**src/rtl/iq_rx_packer_if.sv**
```systemverilog
// Packed-word stream from the RX packer to the AXI2S input (Sin/Ien).
// The producer drives word and valid. The consumer drives ready.
interface iq_rx_packer_if;
  logic [31:0] sout;
  logic        sout_valid;
  logic        sout_ready;

  modport master (output sout, output sout_valid, input sout_ready);
  modport slave  (input sout, input sout_valid, output sout_ready);
endinterface

```
**src/rtl/iq_rx_packer.sv**
```systemverilog
// RX-side packer: serialises enabled AD9361 channels into 32-bit words (16b I/Q or
// paired 8b I/Q), buffers them in a first-word-fall-through FIFO, and counts drops.
module iq_rx_packer #(
  parameter int SAMPLE_W   = 12,
  parameter int NCH        = 2,
  parameter int FIFO_DEPTH = 16
) (
  input  logic                            clk,
  input  logic                            rst_n,
  input  logic                            mode,
  input  logic [NCH-1:0]                  ch_en,
  input  logic                            rx_ce,
  input  logic [NCH*SAMPLE_W-1:0]         rx_i,
  input  logic [NCH*SAMPLE_W-1:0]         rx_q,
  iq_rx_packer_if.master                  sout_if,
  input  logic                            clr,
  output logic [15:0]                     ovr_cnt,
  output logic [15:0]                     ovf_cnt,
  output logic [$clog2(FIFO_DEPTH):0]     fifo_level
);

  localparam int AW = $clog2(FIFO_DEPTH);
  localparam int LW = AW + 1;
  localparam logic [LW-1:0] FULL_LVL = LW'(FIFO_DEPTH);

  typedef enum logic {S_IDLE, S_SER} state_e;

  state_e                  state_q, state_d;
  logic [NCH*SAMPLE_W-1:0] stg_i_q, stg_i_d, stg_q_q, stg_q_d;
  logic [NCH-1:0]          rem_q, rem_d;
  logic                    stg_mode_q, stg_mode_d;
  logic                    pend_vld_q, pend_vld_d;
  logic [15:0]             pend_q, pend_d;
  logic [15:0]             ovr_q, ovr_d, ovf_q, ovf_d;
  logic [AW-1:0]           wr_ptr_q, wr_ptr_d, rd_ptr_q, rd_ptr_d;
  logic [LW-1:0]           level_q, level_d;
  logic [31:0]             mem [FIFO_DEPTH];

  logic                    push_req, push_ok, pop, fifo_vld, ovr_inc, ovf_inc, found;
  logic [31:0]             push_word;
  logic [SAMPLE_W-1:0]     cur_i, cur_q;

  // Serializer: one channel-sample per SER cycle, lowest enabled channel first.
  // NOTE: every signal written here gets a default first, so no path leaves one unassigned and no latch is inferred.
  always_comb begin
    state_d    = state_q;
    stg_i_d    = stg_i_q;
    stg_q_d    = stg_q_q;
    rem_d      = rem_q;
    stg_mode_d = stg_mode_q;
    pend_vld_d = pend_vld_q;
    pend_d     = pend_q;
    push_req   = 1'b0;
    push_word  = '0;
    ovr_inc    = 1'b0;
    found      = 1'b0;
    cur_i      = '0;
    cur_q      = '0;
    case (state_q)
      S_IDLE: begin
        if (rx_ce && (ch_en != '0)) begin
          stg_i_d    = rx_i;
          stg_q_d    = rx_q;
          rem_d      = ch_en;
          stg_mode_d = mode;
          // A half-word packed under the other mode can never be paired validly.
          if (mode != stg_mode_q) pend_vld_d = 1'b0;
          state_d    = S_SER;
        end
      end
      S_SER: begin
        ovr_inc = rx_ce;
        for (int k = 0; k < NCH; k++) begin
          if (!found && rem_q[k]) begin
            found    = 1'b1;
            cur_i    = stg_i_q[k*SAMPLE_W +: SAMPLE_W];
            cur_q    = stg_q_q[k*SAMPLE_W +: SAMPLE_W];
            rem_d[k] = 1'b0;
          end
        end
        if (!stg_mode_q) begin
          push_req  = 1'b1;
          push_word = {16'($signed(cur_q)), 16'($signed(cur_i))};
        end else if (pend_vld_q) begin
          push_req   = 1'b1;
          push_word  = {cur_q[SAMPLE_W-1 -: 8], cur_i[SAMPLE_W-1 -: 8], pend_q};
          pend_vld_d = 1'b0;
        end else begin
          pend_d     = {cur_q[SAMPLE_W-1 -: 8], cur_i[SAMPLE_W-1 -: 8]};
          pend_vld_d = 1'b1;
        end
        if (rem_d == '0) state_d = S_IDLE;
      end
      default: state_d = S_IDLE;
    endcase
    if (clr) pend_vld_d = 1'b0;
  end

  // FIFO control: a full FIFO still accepts a push when the head is popped in the same cycle.
  always_comb begin
    fifo_vld = (level_q != '0);
    pop      = fifo_vld && sout_if.sout_ready;
    push_ok  = push_req && ((level_q != FULL_LVL) || pop);
    ovf_inc  = push_req && !push_ok;
    wr_ptr_d = push_ok ? wr_ptr_q + AW'(1) : wr_ptr_q;
    rd_ptr_d = pop ? rd_ptr_q + AW'(1) : rd_ptr_q;
    level_d  = level_q;
    if (push_ok && !pop)      level_d = level_q + LW'(1);
    else if (!push_ok && pop) level_d = level_q - LW'(1);
    ovr_d = ovr_q;
    ovf_d = ovf_q;
    if (clr) begin
      ovr_d = '0;
      ovf_d = '0;
    end else begin
      if (ovr_inc && (ovr_q != 16'hFFFF)) ovr_d = ovr_q + 16'd1;
      if (ovf_inc && (ovf_q != 16'hFFFF)) ovf_d = ovf_q + 16'd1;
    end
  end

  // NOTE: state registers use non-blocking assignments so every flop samples pre-edge values.
  always_ff @(posedge clk or negedge rst_n) begin
    if (!rst_n) begin
      state_q    <= S_IDLE;
      stg_i_q    <= '0;
      stg_q_q    <= '0;
      rem_q      <= '0;
      stg_mode_q <= 1'b0;
      pend_vld_q <= 1'b0;
      pend_q     <= '0;
      ovr_q      <= '0;
      ovf_q      <= '0;
      wr_ptr_q   <= '0;
      rd_ptr_q   <= '0;
      level_q    <= '0;
    end else begin
      state_q    <= state_d;
      stg_i_q    <= stg_i_d;
      stg_q_q    <= stg_q_d;
      rem_q      <= rem_d;
      stg_mode_q <= stg_mode_d;
      pend_vld_q <= pend_vld_d;
      pend_q     <= pend_d;
      ovr_q      <= ovr_d;
      ovf_q      <= ovf_d;
      wr_ptr_q   <= wr_ptr_d;
      rd_ptr_q   <= rd_ptr_d;
      level_q    <= level_d;
    end
  end

  // NOTE: the storage array has no reset; occupancy lives in level_q and sout is gated while empty.
  always_ff @(posedge clk) begin
    if (push_ok) mem[wr_ptr_q] <= push_word;
  end

  assign sout_if.sout       = fifo_vld ? mem[rd_ptr_q] : '0;
  assign sout_if.sout_valid = fifo_vld;
  assign ovr_cnt            = ovr_q;
  assign ovf_cnt            = ovf_q;
  assign fifo_level         = level_q;

endmodule

```
**src/flat_wrapper.sv**
```systemverilog
// flat-port wrapper written by rule: the top's interface ports become plain ports
module iq_rx_packer_flat 
#(
  parameter int SAMPLE_W   = 12,
  parameter int NCH        = 2,
  parameter int FIFO_DEPTH = 16
)
  (clk, rst_n, mode, ch_en, rx_ce, rx_i, rx_q, clr, ovr_cnt, ovf_cnt, fifo_level, sout_if_sout, sout_if_sout_valid, sout_if_sout_ready);
  iq_rx_packer_if sout_if_i ();
  input  logic clk;
  input  logic rst_n;
  input  logic mode;
  input  logic [NCH-1:0] ch_en;
  input  logic rx_ce;
  input  logic [NCH*SAMPLE_W-1:0] rx_i;
  input  logic [NCH*SAMPLE_W-1:0] rx_q;
  input  logic clr;
  output logic [15:0] ovr_cnt;
  output logic [15:0] ovf_cnt;
  output logic [$clog2(FIFO_DEPTH):0] fifo_level;
  output wire logic [$bits(sout_if_i.sout)-1:0] sout_if_sout;
  output wire logic [$bits(sout_if_i.sout_valid)-1:0] sout_if_sout_valid;
  input wire logic [$bits(sout_if_i.sout_ready)-1:0] sout_if_sout_ready;
  assign sout_if_sout = sout_if_i.sout;
  assign sout_if_sout_valid = sout_if_i.sout_valid;
  assign sout_if_i.sout_ready = sout_if_sout_ready;
  iq_rx_packer #(.SAMPLE_W(SAMPLE_W), .NCH(NCH), .FIFO_DEPTH(FIFO_DEPTH)) u_core (.clk(clk), .rst_n(rst_n), .mode(mode), .ch_en(ch_en), .rx_ce(rx_ce), .rx_i(rx_i), .rx_q(rx_q), .sout_if(sout_if_i), .clr(clr), .ovr_cnt(ovr_cnt), .ovf_cnt(ovf_cnt), .fifo_level(fifo_level));
endmodule
```
**config.mk**
```make
export PLATFORM = sky130hd
export DESIGN_NAME = iq_rx_packer_flat
export DESIGN_NICKNAME = d
export VERILOG_FILES = /design/src/rtl/iq_rx_packer_if.sv /design/src/rtl/iq_rx_packer.sv /design/src/flat_wrapper.sv
export SDC_FILE = /design/constraint.sdc
export NUM_CORES = 1
export LEC_CHECK = 0
export CORE_MARGIN = 2
export CORE_UTILIZATION = 60
export CTS_CLUSTER_DIAMETER = 80
export DETAILED_ROUTE_END_ITERATION = 16
export PLACE_DENSITY = 0.9
export SETUP_SLACK_MARGIN = 0.02
export SLEW_MARGIN = 20
export SYNTH_ARGS = -nofsm -noshare
export SYNTH_HDL_FRONTEND = slang
export SYNTH_SLANG_ARGS = --single-unit
```
**constraint.sdc**
```tcl
create_clock -name clk -period 5.4 [get_ports clk]
set_input_delay 0.54 -clock clk [delete_from_list [all_inputs] [get_ports clk]]
set_output_delay 0.54 -clock clk [all_outputs]
set_load 0.1 [all_outputs]
```
==> run_results.csv, run 1 <==
group,metric,value,unit
run_status,status,"finished, violations left",
run_status,violations_in_the_final_reports,"negative hold slack",
clock_network,cts_htree_levels,2,
worst_setup_path,worst_ep_arrival_time,4.15,ns
yosys,synth-seq-cells,626,
global_routing,maximum_number_of_pins_on_one_net_before_global_route_repair,104,
layout,multi_input_comb_area,6630,um2
floorplan,core_region_area,41000,um2
timing,final-hold-violation-count,3,
clock_network,cts_tree,"built",
yosys,post_synthesis_cell_area,25000,um2
yosys,ys_async_sr_fraction,0.182,
layout,post_route_cells_drive_above_1_share,0.220,
placed_design,globalplace.congestion,0.838,
global_routing,number_of_global_route_vias_before_repair,14494,
timing,report.final.setup_viol,0,
clock_network,clk_pin_slew,0.06,ns
clock_network,clock_tree.buffer_depth,3,
timing,fmax,0.213,GHz
global_routing,grt_most_used_layer,"met2",
job,maxCapViolations,0,
pwr,power,16100,uW
min_path,hp-class,"in2async",
global_routing,grt_pass1_wl,91200,um
floorplan,placementRows,74,
clock_network,cts.repair.resized,0,
layout,antenna_cells,0,
timing,rsz_0062_raised_after_global_routing,"false",
route,postRouteAntennaNets,0,
timing,timing.slew.headroom,0.244,
floorplan,die_outline_area,43400,um2
yosys,postSynthNetCount,1415,
layout,fillCellCount,2344,
timing,worstMarginPinSlew,1.13,ns
worst_setup_path,family_with_the_most_delay_on_the_worst_path,"simple AND/OR/NAND/NOR gates",
yosys,synth.largest_area_cell,"sky130_fd_sc_hd__edfxtp_1",
yosys,synth_flop_cell,"sky130_fd_sc_hd__edfxtp_1",
global_routing,global_route.usage.total,0.286,
yosys,ys_seq_area_frac,0.728,
pwr,leakagePower,0.00990,uW
worst_setup_path,ff2ff_path_depth,7,
timing,minimum_period_implied_by_the_final_worst_setup_slack,4.69,ns
placed_design,dpl_worst_slack,1.36,ns
floorplan,chipHeight,208,um
route,remaining_drc_errors,0,
timing,final.period_utilization,0.869,
yosys,yosys_warnings,0,
yosys,most_common_cell_in_the_netlist,"sky130_fd_sc_hd__edfxtp_1",
route,routed_length_per_placed_instance,29.4,um
clock_network,post_cts_setup_buffer_count,0,
yosys,netlist.area_leader.share,0.614,
worst_setup_path,cp_cell_sequence,"or4_4, or2_2, nand2b_2, o22ai_1, clkdlybuf4s50_1",
global_routing,global_route.usage.met2,0.473,
yosys,synth_edf_count,512,
pwr,vdd.ir_drop.worst,0.000425,V
timing,totalNegativeSetupSlack,0,ns
yosys,synth_common_cells,"sky130_fd_sc_hd__edfxtp_1 (512), sky130_fd_sc_hd__mux4_2 (128), sky130_fd_sc_hd__dfrtp_1 (114)",
worst_setup_path,worstSetupEndpointType,"output pin",
placed_design,place.port_buffers,125,
worst_setup_path,cpMaxStageDelayCell,"sky130_fd_sc_hd__clkdlybuf4s50_1",
layout,layout.nets,1559,
worst_setup_path,worst_setup_path_start_kind,"flip-flop",
floorplan,dieWidth,208,um
clock_network,worst_skew_pair_latency,0.62,ns
route,drt_iter0_drc,1599,
clock_network,cts_made_buffers,58,
route,route.detailed.vias_per_inst,6.72,
route,route.final.wire_length,61000,um
floorplan,start_util,0.611,
yosys,post_synth_cell_types,52,
floorplan,num_io_pins,126,
worst_setup_path,max_stage_delay,1.04,ns
worst_setup_path,worstPathBufferInverterCount,1,
worst_setup_path,worstReg2RegStart,"u_core.stg_mode_q$_DFFE_PN0P_",
layout,ff_latch_area,18200,um2
route,dr_pass1_iterations,5,
pwr,pwr_density_cell,554,nW/um2
clock_network,root_buffer,"sky130_fd_sc_hd__clkbuf_16",
timing,worst_hold_slack,-0.00999,ns
clock_network,cts.sinks,626,
timing,final.setup_skew,0.0177,ns
global_routing,initial_antenna_violation_count,0,
worst_setup_path,required,4.86,ns
placed_design,post_dp_hpwl,33100,um
yosys,synth_top_cells_by_area,"sky130_fd_sc_hd__edfxtp_1 (61%), sky130_fd_sc_hd__mux4_2 (12%), sky130_fd_sc_hd__dfrtp_1 (11%)",
worst_setup_path,crit_fanout,32,
layout,synthToLayoutAreaGrowth,16.1,%
timing,timing_max_transition_violations_final,0,
yosys,postSynthCellCount,1347,
worst_setup_path,timing.rr.end,"u_core.mem[4][18]$_DFFE_PP_",
route,number_of_vias_in_the_routed_layout,13930,
yosys,synth.avg_cell_area,18.6,um2
worst_setup_path,critPathKind,"reg2out",
layout,final_util,0.709,
global_routing,grt.met1_usage,0.380,
global_routing,grtUsageMet3,0.0560,
clock_network,hold_buffers,0,
timing,setup_ws,0.705,ns
global_routing,globalRouteOverflowTotal,0,
worst_setup_path,regToRegSetupSlack,1.44,ns
## report_power, final
group          internal, uW  switching, uW  leakage [uW]
combinational          1950           3930       0.00275
clock                  2470           1800      0.000964
sequential             5600            359       0.00618
total                 10000           6090       0.00990
## worst reg2reg max path, stage by stage (launching register included)
cell and delay, ns:
sky130_fd_sc_hd__dfrtp_1 0.36, sky130_fd_sc_hd__buf_4 0.25, sky130_fd_sc_hd__nor2b_1 0.24, sky130_fd_sc_hd__nand2b_1 0.39, sky130_fd_sc_hd__nor2_1 0.70, sky130_fd_sc_hd__nand2_1 0.45
sky130_fd_sc_hd__nor2_4 0.82, sky130_fd_sc_hd__buf_4 0.42
## cells by family (layout without fill, tap and decap cells)
family,after synthesis,in the layout,share of synthesized area
compound gates,149,149,0.0367
xor+xnor,31,31,0.0108
fa+ha+maj,12,12,0.00630
buf+inv,82,276,0.0133
flops,626,626,0.728
mux,243,243,0.164
simple gates,204,204,0.0414
## metrics by stage
| step | area, um2 | hold WS, ns | cells |
|---|---|---|---|
| 2_1_floorplan | 25000 | 0.244 | 1347 |
| 6_report | 29100 | -0.00999 | 2073 |
| 3_5_place_dp | 27100 | 0.471 | 1963 |
| 3_3_place_gp | 27100 | 0.464 | 1963 |
| 5_1_grt | 29100 | 0.0543 | 2073 |
| 4_1_cts | 29100 | 0.00826 | 2073 |
## per-layer routing
layer / part of all wire / vias to the layer above
li1: - / 5688
met1: 0.36 / 7116
met2: 0.50 / 955
met3: 0.099 / 171
met4: 0.036 / 0
met5: 0 / -
## worst max-delay path by stage
stage                                     start                to  slack, ns  depth (start not counted)
6_report       u_core.fifo_level[1]$_DFFE_PN0P_  sout_if_sout[11]       0.71                          5
5_1_grt        u_core.fifo_level[1]$_DFFE_PN0P_  sout_if_sout[31]       0.63                          5
4_1_cts        u_core.fifo_level[0]$_DFFE_PN0P_  sout_if_sout[31]       0.72                          5
3_5_place_dp   u_core.fifo_level[1]$_DFFE_PN0P_  sout_if_sout[31]       1.36                          5
3_3_place_gp   u_core.fifo_level[1]$_DFFE_PN0P_  sout_if_sout[31]       1.40                          5
2_1_floorplan  u_core.fifo_level[0]$_DFFE_PN0P_   sout_if_sout[0]       0.52                          6
## state kept, by name, summed over array words and instances, names as in the netlist
| register | count |
|---|---|
| u_core.pend_q | 16 |
| u_core.state_q | 1 |
| u_core.pend_vld_q | 1 |
| u_core.stg_mode_q | 1 |
| u_core.wr_ptr_q | 4 |
| u_core.ovr_cnt | 16 |
| u_core.mem | 512 |
| u_core.stg_q_q | 24 |
| u_core.rem_q | 2 |
| u_core.rd_ptr_q | 4 |
| u_core.fifo_level | 5 |
| u_core.stg_i_q | 24 |
| u_core.ovf_cnt | 16 |
## layout make-up
class	instances	share of cell area
Sequential cell	626	0.627
Multi-Input combinational cell	639	0.228
Timing Repair Buffer	162	0.0536
Clock buffer	72	0.0531
Tap cell	532	0.0229
Clock inverter	38	0.0148
Inverter	4	0.000516
## layout by cell type (no fill, tap or decap), types with 6 or more instances in the layout
master                            Yosys  routed
sky130_fd_sc_hd__xnor2_1             23      23
sky130_fd_sc_hd__edfxtp_1           512     512
sky130_fd_sc_hd__mux2_2              50      50
sky130_fd_sc_hd__dfrtp_1            114     111
sky130_fd_sc_hd__clkbuf_16            0      59
sky130_fd_sc_hd__clkdlybuf4s50_1      0     122
sky130_fd_sc_hd__a21oi_1             28      24
sky130_fd_sc_hd__mux4_2             128     128
sky130_fd_sc_hd__buf_4                0      37
sky130_fd_sc_hd__clkbuf_1            47      11
sky130_fd_sc_hd__o22ai_1             39      39
sky130_fd_sc_hd__clkinv_1             0      13
sky130_fd_sc_hd__ha_1                11      11
sky130_fd_sc_hd__nor2_1              54      41
sky130_fd_sc_hd__bufinv_16            0       9
sky130_fd_sc_hd__mux2i_1             65      65
sky130_fd_sc_hd__nor2_4               0      13
sky130_fd_sc_hd__nand2b_1             8       7
sky130_fd_sc_hd__clkinv_2             0      10
sky130_fd_sc_hd__nand4_1             11      11
sky130_fd_sc_hd__a22oi_1             20      20
sky130_fd_sc_hd__and2_1              17      17
sky130_fd_sc_hd__o21ai_0             35      35
sky130_fd_sc_hd__nor2b_1              8       6
sky130_fd_sc_hd__nand3_1             14      14
sky130_fd_sc_hd__nand2_1             53      53
sky130_fd_sc_hd__xor2_1               8       8
No activity file was read; power rests on OpenSTA's default activity.
==> run 2, diff against run 1 <==
- GPL_ROUTABILITY_DRIVEN: default -> 0
==> results of run 2 <==
Same layout as run 1: the final DEF is identical, and so are final timing and power.
